**config.mk**
```make
export PLATFORM = sky130hd
export DESIGN_NAME = ebpf_lsu
export DESIGN_NICKNAME = d
export VERILOG_FILES = /design/src/rtl/ebpf_lsu.sv
export SDC_FILE = /design/constraint.sdc
export NUM_CORES = 1
export LEC_CHECK = 0
export ABC_CLOCK_PERIOD_IN_PS = 2600
export CAP_MARGIN = 10
export CORE_MARGIN = 3
export CORE_UTILIZATION = 50
export CTS_BUF_LIST = sky130_fd_sc_hd__clkbuf_16
export CTS_CLUSTER_SIZE = 16
export DETAILED_ROUTE_END_ITERATION = 8
export HOLD_SLACK_MARGIN = 0.08
export PLACE_DENSITY = 0.8
export SLEW_MARGIN = 5
export SYNTH_ARGS = -nofsm -noshare
export SYNTH_HDL_FRONTEND = slang
export SYNTH_SLANG_ARGS = --single-unit
```
**constraint.sdc**
```tcl
create_clock -name clk -period 2.6 [get_ports clk]
set_input_delay 0.52 -clock clk [delete_from_list [all_inputs] [get_ports clk]]
set_output_delay 0.52 -clock clk [all_outputs]
set_load 0.02 [all_outputs]
```
**src/rtl/ebpf_lsu.sv**
```systemverilog
// Load/store unit and 64-bit data-memory bus initiator. Sub-word stores use read-modify-write.
// Optional `define LSU_ACK_TIMEOUT_EN bounds each bus phase to TIMEOUT_CYCLES strobe cycles.
module ebpf_lsu #(
  parameter int ADDR_W         = 11,
  parameter int TIMEOUT_CYCLES = 16
) (
  input  logic              clk,
  input  logic              rst,
  input  logic              req_valid,
  output logic              req_ready,
  input  logic              req_we,
  input  logic [1:0]        req_size,
  input  logic [ADDR_W+2:0] req_addr,
  input  logic [63:0]       req_wdata,
  output logic              resp_valid,
  output logic [63:0]       resp_rdata,
  output logic              resp_err,
  output logic              stb,
  output logic [ADDR_W-1:0] adr,
  output logic              we,
  output logic [3:0]        ww,
  output logic [63:0]       dat_w,
  input  logic [63:0]       dat_r,
  input  logic              data_ack
);

  typedef enum logic [1:0] {IDLE, RD, WR, RESP} state_t;

  state_t            state, state_n;
  logic              stb_n, we_n, resp_valid_n, resp_err_n;
  logic [ADDR_W-1:0] adr_n;
  logic [3:0]        ww_n;
  logic [63:0]       dat_w_n, resp_rdata_n;

  logic              cap_we;
  logic [1:0]        cap_size;
  logic [2:0]        cap_off;
  logic [63:0]       cap_wdata;

  logic              accept, misaligned, timeout;
  logic [63:0]       size_mask, lane, merged;
  logic [5:0]        shamt;

  // Handshake: a request transfers on a cycle where req_valid && req_ready; resp_valid is a one-cycle pulse.
  assign req_ready = (state == IDLE) && !rst;
  assign accept    = req_valid && req_ready;

  always_comb begin
    misaligned = 1'b0;
    case (req_size)
      2'b01:   misaligned = req_addr[0];
      2'b10:   misaligned = |req_addr[1:0];
      2'b11:   misaligned = |req_addr[2:0];
      default: misaligned = 1'b0;
    endcase
  end

  always_comb begin
    size_mask = '1;
    case (cap_size)
      2'b00:   size_mask = 64'h0000_0000_0000_00FF;
      2'b01:   size_mask = 64'h0000_0000_0000_FFFF;
      2'b10:   size_mask = 64'h0000_0000_FFFF_FFFF;
      default: size_mask = '1;
    endcase
  end

  // Little-endian lane: byte offset selects the field within the 64-bit word.
  assign shamt  = {cap_off, 3'b000};
  assign lane   = (dat_r >> shamt) & size_mask;
  assign merged = (dat_r & ~(size_mask << shamt)) | ((cap_wdata & size_mask) << shamt);

`ifdef LSU_ACK_TIMEOUT_EN
  localparam int CNT_W = $clog2(TIMEOUT_CYCLES + 1);
  logic [CNT_W-1:0] tmo_cnt;

  // Counts strobe cycles within the current phase; a phase change restarts it.
  always_ff @(posedge clk) begin
    if (rst || state_n != state) tmo_cnt <= '0;
    else if (stb)                tmo_cnt <= tmo_cnt + CNT_W'(1);
  end

  assign timeout = stb && !data_ack && (tmo_cnt == CNT_W'(TIMEOUT_CYCLES - 1));
`else
  assign timeout = 1'b0 && (TIMEOUT_CYCLES > 0);
`endif

  always_comb begin
    state_n      = state;
    stb_n        = stb;
    we_n         = we;
    adr_n        = adr;
    ww_n         = ww;
    dat_w_n      = dat_w;
    resp_valid_n = 1'b0;
    resp_rdata_n = resp_rdata;
    resp_err_n   = resp_err;
    case (state)
      IDLE: begin
        if (accept) begin
          if (misaligned) begin
            state_n      = RESP;
            resp_valid_n = 1'b1;
            resp_rdata_n = '0;
            resp_err_n   = 1'b1;
          end else begin
            adr_n = req_addr[ADDR_W+2:3];
            ww_n  = 4'b0001 << req_size;
            stb_n = 1'b1;
            if (req_we && req_size == 2'b11) begin
              state_n = WR;
              we_n    = 1'b1;
              dat_w_n = req_wdata;
            end else begin
              state_n = RD;
              we_n    = 1'b0;
            end
          end
        end
      end
      RD: begin
        if (data_ack) begin
          if (cap_we) begin
            state_n = WR;
            we_n    = 1'b1;
            dat_w_n = merged;
          end else begin
            state_n      = RESP;
            stb_n        = 1'b0;
            resp_valid_n = 1'b1;
            resp_rdata_n = lane;
            resp_err_n   = 1'b0;
          end
        end else if (timeout) begin
          state_n      = RESP;
          stb_n        = 1'b0;
          we_n         = 1'b0;
          resp_valid_n = 1'b1;
          resp_rdata_n = '0;
          resp_err_n   = 1'b1;
        end
      end
      WR: begin
        if (data_ack || timeout) begin
          state_n      = RESP;
          stb_n        = 1'b0;
          we_n         = 1'b0;
          resp_valid_n = 1'b1;
          resp_rdata_n = '0;
          resp_err_n   = !data_ack;
        end
      end
      RESP:    state_n = IDLE;
      default: state_n = IDLE;
    endcase
  end

  always_ff @(posedge clk) begin
    if (rst) begin
      state      <= IDLE;
      stb        <= 1'b0;
      we         <= 1'b0;
      adr        <= '0;
      ww         <= '0;
      dat_w      <= '0;
      resp_valid <= 1'b0;
      resp_rdata <= '0;
      resp_err   <= 1'b0;
      cap_we     <= 1'b0;
      cap_size   <= '0;
      cap_off    <= '0;
      cap_wdata  <= '0;
    end else begin
      state      <= state_n;
      stb        <= stb_n;
      we         <= we_n;
      adr        <= adr_n;
      ww         <= ww_n;
      dat_w      <= dat_w_n;
      resp_valid <= resp_valid_n;
      resp_rdata <= resp_rdata_n;
      resp_err   <= resp_err_n;
      if (accept) begin
        cap_we    <= req_we;
        cap_size  <= req_size;
        cap_off   <= req_addr[2:0];
        cap_wdata <= req_wdata;
      end
    end
  end

endmodule
```
==> results.md, run 1 <==
* Worst setup EP type: flop
* CTS tree: done
* Hold Vio Cnt, Final at 0
* Mapped Cells at 1,488
* Vias in the first global route at 12,700
* Portion of total power attributed to the clock network at 0.229
* Critical Path, Cell by Cell: and3b_1 -> o21a_1 -> a21oi_2 -> a2111oi_0 -> buf_4 -> o41ai_1
* Status: complete, no violations
* Initial DRC Count at 1,718
* Gr ovfl total at 0
* Max incr delay on CP at 660 ps
* Routed WL at 54,700 um
* Global-route wire length before repair at 78,700 um
* Max_cap viols at 0
* Root Driver: clkbuf_16
* Die ar. at 27,100 um2
* Fin crit period at 2540 ps
* Synth warn at 0
* Slowest CP cell: dfxtp_1
* Overall Global Routing Usage at 0.383
* Dominant synthesized flop cell: dfxtp_1
* Clock sink count at 219
* Die width at 165 um
* DRT Pass-1 Iters at 6
* Startpoint Class: flop
* Crit path DAT at 2930 ps
* Setup_tns at 0 ps
* Antenna violations before repair at 2
* Initial Util at 0.512
* Vias at 13,600
* Placed Cells at 2,091
* Leak at 0.00636 uW
* Setup bufs post-CTS at 0
* Type of the tightest min-delay check: flop to flop
* Commonest non-fill, non-tap cell in the layout: clkdlybuf4s50_1
* Sw power at 5630 uW
* Clock Latency Late Sink at 530 ps
* Synth area leaders: dfxtp_1 (35%), nand2_1 (8.2%), mux2i_1 (6.2%)
* H-tree depth at 1
* Worst slew margin at 0.187
* Buffers plus inverters on the worst setup path at 1
* Cell accounting for the most synthesized area: dfxtp_1
* Vias per Instance at 6.38
* Largest net degree at the start of global routing at 120
* Synth Register Bits at 219
* Num CTS Buffers at 23
* Core Box Area at 24,500 um2
* CP Class: flop to flop
* Synth cell types at 81
* Combinational share of power at 0.447
* WP data required at 2990 ps
* Unrepaired setup endpoints after global routing: false
* P_int at 8510 uW
* # nets final at 1,947
* Final-report setup violation count at 0
* Sw frac at 0.398
* Flop pwr share at 0.323
* Crit-path max FO at 11
* Fin cells at 2,134
* Final period util at 0.978
* Worst Tran Pin Value at 1220 ps
* Maximum clock path buffer count at 3
* Detailed placement HPWL at 41,800 um
* Sequential cell area fraction in the yosys report at 0.349
* Synthesized cell area at 12,600 um2
* Drc violations at 0
* Routed Antenna Nets at 0
* Port Buffers at 296
* Wire per inst at 25.6 um
* Number of synthesized flops with an enable pin at 0
* IO Pins at 297
* Peak supply drop at 0.601 mV
* CTS clock-pin slew for the worst setup and hold paths at 60 ps
* Die H at 165 um
* Synthesized area per cell at 8.45 um2
* ANT cells at 0
* GP Congestion at 1.00
* Fmax at 0.393 GHz
* Worst clock skew at 7.16 ps
* Max-slew violation count at 0
* Largest delay share family, worst path: compound AO/OA/AOI/OAI gates
* Syn_nets at 1,642
* Power per cell area at 831 nW/um2
* Area delta synth->final at 35.4%
* Layout cells sized above 1 at 0.151
* Post-synth ARST share at 0
* Row cnt at 57
* Most frequent cells in the layout: clkdlybuf4s50_1 (294), nand2_1 (273), dfxtp_1 (216)
* Top-area cell type share of the netlist area at 0.349
-- layout make-up --
cell class	instances	area (um2)
sequential	219	4390
multi-input combinational	1117	7480
inverter	17	63.8
clock buffer	23	576
fill	2003	7520
clock inverter	19	145
timing repair buffer	415	3960
tap	324	405
-- worst paths after layout --
check	cells past startpoint	slack [ps]	from	endpoint
setup / recovery	6	60	cap_size[0]	dat_w[48]
hold / removal	2	450	resp_rdata[29]	resp_rdata[29]
setup reg to reg	6	60	cap_size[0]	dat_w[48]
hold reg to reg	2	450	resp_rdata[29]	resp_rdata[29]
-- logic make-up (layout without fill, tap and decap cells) --
logic type | after synthesis | count (layout) | synth area share
adders and majority gates | 5 | 5 | 0.00498
AOI/OAI and AO/OA | 398 | 398 | 0.235
muxes | 125 | 125 | 0.119
DFF | 219 | 219 | 0.349
and+or+nand+nor | 588 | 589 | 0.233
buffers and inverters | 153 | 474 | 0.0591
-- sequential cells by signal, indices dropped and copies added, names as in the netlist, 2 cells and up --
signal      cells
cap_wdata      64
cap_size        2
adr            11
ww              4
cap_off         3
resp_rdata     64
state           2
dat_w          64
-- metal layers --
| metal | global-route usage | part of all wire | vias to the layer above | wire length (um) |
|---|---|---|---|---|
| met2 | 0.612 | 0.45 | 876 | 24700 |
| met3 | 0.0757 | 0.11 | 173 | 5800 |
| met1 | 0.506 | 0.39 | 6510 | 21500 |
| met4 | 0.161 | 0.049 | 0 | 2700 |
| met5 | 0 | 0 | - | 0 |
| li1 | - | - | 6060 | - |
-- power groups by stage --
stage               Clock [uW]  Combinational (uW)  Sequential, uW
finish                    3240                6330            4570
global route              3390                6660            4620
CTS                       3240                6200            4550
detailed placement           0                6150            4610
global placement             0                6090            4600
floorplan                    0                3360            4790
-- worst register-to-register path, cell delays in order (launching register included) --
cell and delay (ps):
dfxtp_1 660, and3b_1 480, o21a_1 180, a21oi_2 100, a2111oi_0 660, buf_4 250, o41ai_1 80
-- cells in the mapped netlist, drive strengths merged (5+ instances only) --
library cell / count
nor2b: 14
and3: 11
a22o: 23
o22ai: 18
o31ai: 6
dfxtp: 219
mux4: 16
nor3: 17
buf: 65
a21oi: 94
nand4: 6
o21a: 19
a211oi: 27
nand2: 274
ha: 5
a2bb2oi: 26
a221o: 13
or3b: 9
a221oi: 14
nor2: 80
o211ai: 28
a32o: 32
a22oi: 13
or3: 10
inv: 15
nand3: 30
o21ai: 32
clkbuf: 71
mux2i: 78
nand3b: 76
mux2: 31
o22a: 8
or2: 41
a31oi: 13
a222oi: 6
-- per-stage QoR --
step	total power [uW]	cell area, um2	setup slack, ps	hold slack, ps	util
after floorplan	8150	12600	455	449	-
after global routing	14700	17000	10.7	464	0.694
after CTS	14000	17000	6.25	453	0.693
final	14100	17000	58.2	450	0.694
after detailed placement	10800	16300	-181	447	0.663
after global placement	10700	16300	-293	441	0.663
-- timing repair --
item	4_1_cts	5_1_grt
gates cloned	0	1
endpoints found under the setup margin	2	37
hold buffers	0	0
hold endpoints to repair	0	0
resized for setup	3	4
pin swaps	0	1
(Power assumes the default switching activity.)
==> run 2: changes to the inputs <==
--- a/config.mk
+++ b/config.mk
@@ -7,14 +7,18 @@
 export LEC_CHECK = 0
 export ABC_CLOCK_PERIOD_IN_PS = 2600
 export CAP_MARGIN = 10
+export CELL_PAD_IN_SITES_DETAIL_PLACEMENT = 0
+export CELL_PAD_IN_SITES_GLOBAL_PLACEMENT = 1
 export CORE_MARGIN = 3
-export CORE_UTILIZATION = 50
+export CORE_UTILIZATION = 37
 export CTS_BUF_LIST = sky130_fd_sc_hd__clkbuf_16
 export CTS_CLUSTER_SIZE = 16
 export DETAILED_ROUTE_END_ITERATION = 8
 export HOLD_SLACK_MARGIN = 0.08
-export PLACE_DENSITY = 0.8
+export MAX_ROUTING_LAYER = met4
+export PLACE_DENSITY_LB_ADDON = 0.1
 export SLEW_MARGIN = 5
 export SYNTH_ARGS = -nofsm -noshare
 export SYNTH_HDL_FRONTEND = slang
 export SYNTH_SLANG_ARGS = --single-unit
+export TNS_END_PERCENT = 30
==> results.md, run 2 (synthesis gave the netlist of run 1 again) <==
* CTS clock-pin slew for the worst setup and hold paths at 60 ps (about the same)
* Maximum clock path buffer count at 3 (unchanged)
* Core Box Area at 33,000 um2 (was 24,500 um2)
* Die H at 190 um (was 165 um)
* Gr ovfl total at 0 (unchanged)
* P_int at 8560 uW (was 8510 uW)
* Antenna violations before repair at 1 (was 2)
* Worst setup EP type: flop (unchanged)
* Drc violations at 0 (unchanged)
* Commonest non-fill, non-tap cell in the layout: clkdlybuf4s50_1 (unchanged)
* H-tree depth at 1 (unchanged)
* Area delta synth->final at 37.6% (was 35.4%)
* Leak at 0.00643 uW (was 0.00636 uW)
* Critical Path, Cell by Cell: buf_4 -> and3b_1 -> a222oi_1 -> buf_4 -> o22ai_1 -> a2111oi_0 -> buf_4 -> o41ai_1 (was and3b_1 -> o21a_1 -> a21oi_2 -> a2111oi_0 -> buf_4 -> o41ai_1)
* Status: complete, no violations (unchanged)
* Overall Global Routing Usage at 0.313 (was 0.383)
* Layout cells sized above 1 at 0.154 (was 0.151)
* Fin crit period at 2550 ps (was 2540 ps)
* CP Class: flop to flop (unchanged)
* Clock Latency Late Sink at 530 ps (about the same)
* Worst slew margin at 0.234 (was 0.187)
* Placed inst area at 16,500 um2 (was 16,300 um2)
* Most frequent cells in the layout: clkdlybuf4s50_1 (294), nand2_1 (273), dfxtp_1 (216) (unchanged)
* Setup bufs post-CTS at 0 (unchanged)
* Peak supply drop at 0.506 mV (was 0.601 mV)
* Fmax at 0.392 GHz (was 0.393 GHz)
* Power per cell area at 826 nW/um2 (was 831 nW/um2)
* Vias per Instance at 5.72 (was 6.38)
* Wire per inst at 25.5 um (was 25.6 um)
* Max_cap viols at 0 (unchanged)
* Combinational share of power at 0.453 (was 0.447)
* DRT Pass-1 Iters at 8 (was 6)
* Unrepaired setup endpoints after global routing: false (unchanged)
* Crit-path max FO at 12 (was 11)
* WP data required at 2980 ps (was 2990 ps)
* Hold Vio Cnt, Final at 0 (unchanged)
* Vias at 13,000 (was 13,600)
* Startpoint Class: flop (unchanged)
* Clock sink count at 219 (unchanged)
* Routed Antenna Nets at 0 (unchanged)
* FILL cells at 3,221 (was 2,003)
* Worst Tran Pin Value at 1150 ps (was 1220 ps)
* Initial Util at 0.381 (was 0.512)
* Detailed placement HPWL at 44,600 um (was 41,800 um)
* Max incr delay on CP at 560 ps (was 660 ps)
* Final Core Density at 0.523 (was 0.694)
* Portion of total power attributed to the clock network at 0.228 (was 0.229)
* Initial DRC Count at 1,205 (was 1,718)
* Routed WL at 57,800 um (was 54,700 um)
* Final-report setup violation count at 0 (unchanged)
* Port Buffers at 296 (unchanged)
* IO Pins at 297 (unchanged)
* Final Cell Area at 17,300 um2 (was 17,000 um2)
* Num CTS Buffers at 25 (was 23)
* Root Driver: clkbuf_16 (unchanged)
* Row cnt at 66 (was 57)
* Top flop regs: cap_wdata: 64 flops, dat_w: 64 flops, resp_rdata: 64 flops (unchanged)
* CTS tree: done (unchanged)
* Die width at 190 um (was 165 um)
* Worst clock skew at 14.5 ps (was 7.16 ps)
* Flop pwr share at 0.320 (was 0.323)
* Die ar. at 36,200 um2 (was 27,100 um2)
* Slowest CP cell: a222oi_1 (was dfxtp_1)
* Global-route wire length before repair at 83,300 um (was 78,700 um)
* Setup_tns at 0 ps (unchanged)
* Most used cell, CP: buf_4
* Final period util at 0.981 (was 0.978)
* Vias in the first global route at 12,700 (about the same)
* Crit path DAT at 2930 ps (about the same)
* GP Congestion at 0.948 (was 1.00)
* Sw frac at 0.400 (was 0.398)
* Largest net degree at the start of global routing at 107 (was 120)
* Max-slew violation count at 0 (unchanged)
* Pwr Total at 14,300 uW (was 14,100 uW)
* Sw power at 5710 uW (was 5630 uW)
* Type of the tightest min-delay check: flop to flop (unchanged)
* # nets final at 1,959 (was 1,947)
-- run 2: path summary, 6_finish.rpt --
path	end	cells past startpoint	from	slack [ps]
worst max-delay path	dat_w[50]	8	cap_off[0]	50
worst min-delay path	ww[2]	2	ww[2]	450
worst max register to register	dat_w[50]	8	cap_off[0]	50
worst min register to register	ww[2]	2	ww[2]	450
-- run 2: stage by stage --
step                      cells  hold WS [ps]  setup WS [ps]
after detailed placement   2219           444           -176
after CTS                  2264           451           21.6
final                      2266           448           48.1
after floorplan            1488           449            455
after global placement     2219           441           -151
after global routing       2266           469          0.922
-- run 2: repair_timing --
item | CTS | global route
pin swaps | 0 | 1
hold buffers | 0 | 0
endpoints found under the setup margin | 2 | 38
cloned | 0 | 1
resized for setup | 4 | 4
-- run 2: routing by layer --
layer | wire length (um) | global-route usage | vias up
met1 | 25200 | 0.410 | 6188
met2 | 25600 | 0.481 | 541
met3 | 4120 | 0.0546 | 121
li1 | - | - | 6108
met4 | 2860 | 0.128 | 0
met5 | 0 | - | -
-- run 2: power by group through the flow --
stage | logic, uW | registers, uW | clock network (uW)
global placement | 6330 | 4630 | 0
CTS | 6390 | 4560 | 3300
global route | 6850 | 4630 | 3430
floorplan | 3360 | 4790 | 0
finish | 6460 | 4560 | 3250
detailed placement | 6350 | 4630 | 0
-- run 2: worst max-delay path: cells and delay by family (launching register included) --
family,cells,cell delay [ps]
compound gates,4,1080
buf+inv,3,580
flops,1,420
simple gates,1,300
-- run 2: final cells by class --
cell class                      count  area, um2  share of cell area
Timing Repair Buffer              425       4060               0.235
Sequential cell                   219       4390               0.254
Inverter                           17       63.8             0.00369
Tap cell                          442        553              0.0320
Multi-Input combinational cell   1117       7480               0.433
Clock inverter                     20        113             0.00651
Clock buffer                       25        626              0.0362
Antenna cell                        1       2.50            0.000145
==> run 3: changes to the inputs <==
--- a/config.mk
+++ b/config.mk
@@ -17,7 +17,7 @@
 export HOLD_SLACK_MARGIN = 0.08
 export MAX_ROUTING_LAYER = met4
 export PLACE_DENSITY_LB_ADDON = 0.1
-export SLEW_MARGIN = 5
+export SLEW_MARGIN = 20
 export SYNTH_ARGS = -nofsm -noshare
 export SYNTH_HDL_FRONTEND = slang
 export SYNTH_SLANG_ARGS = --single-unit
==> results of run 3 <==
No change in the layout: final DEF, timing and power equal those of run 2.
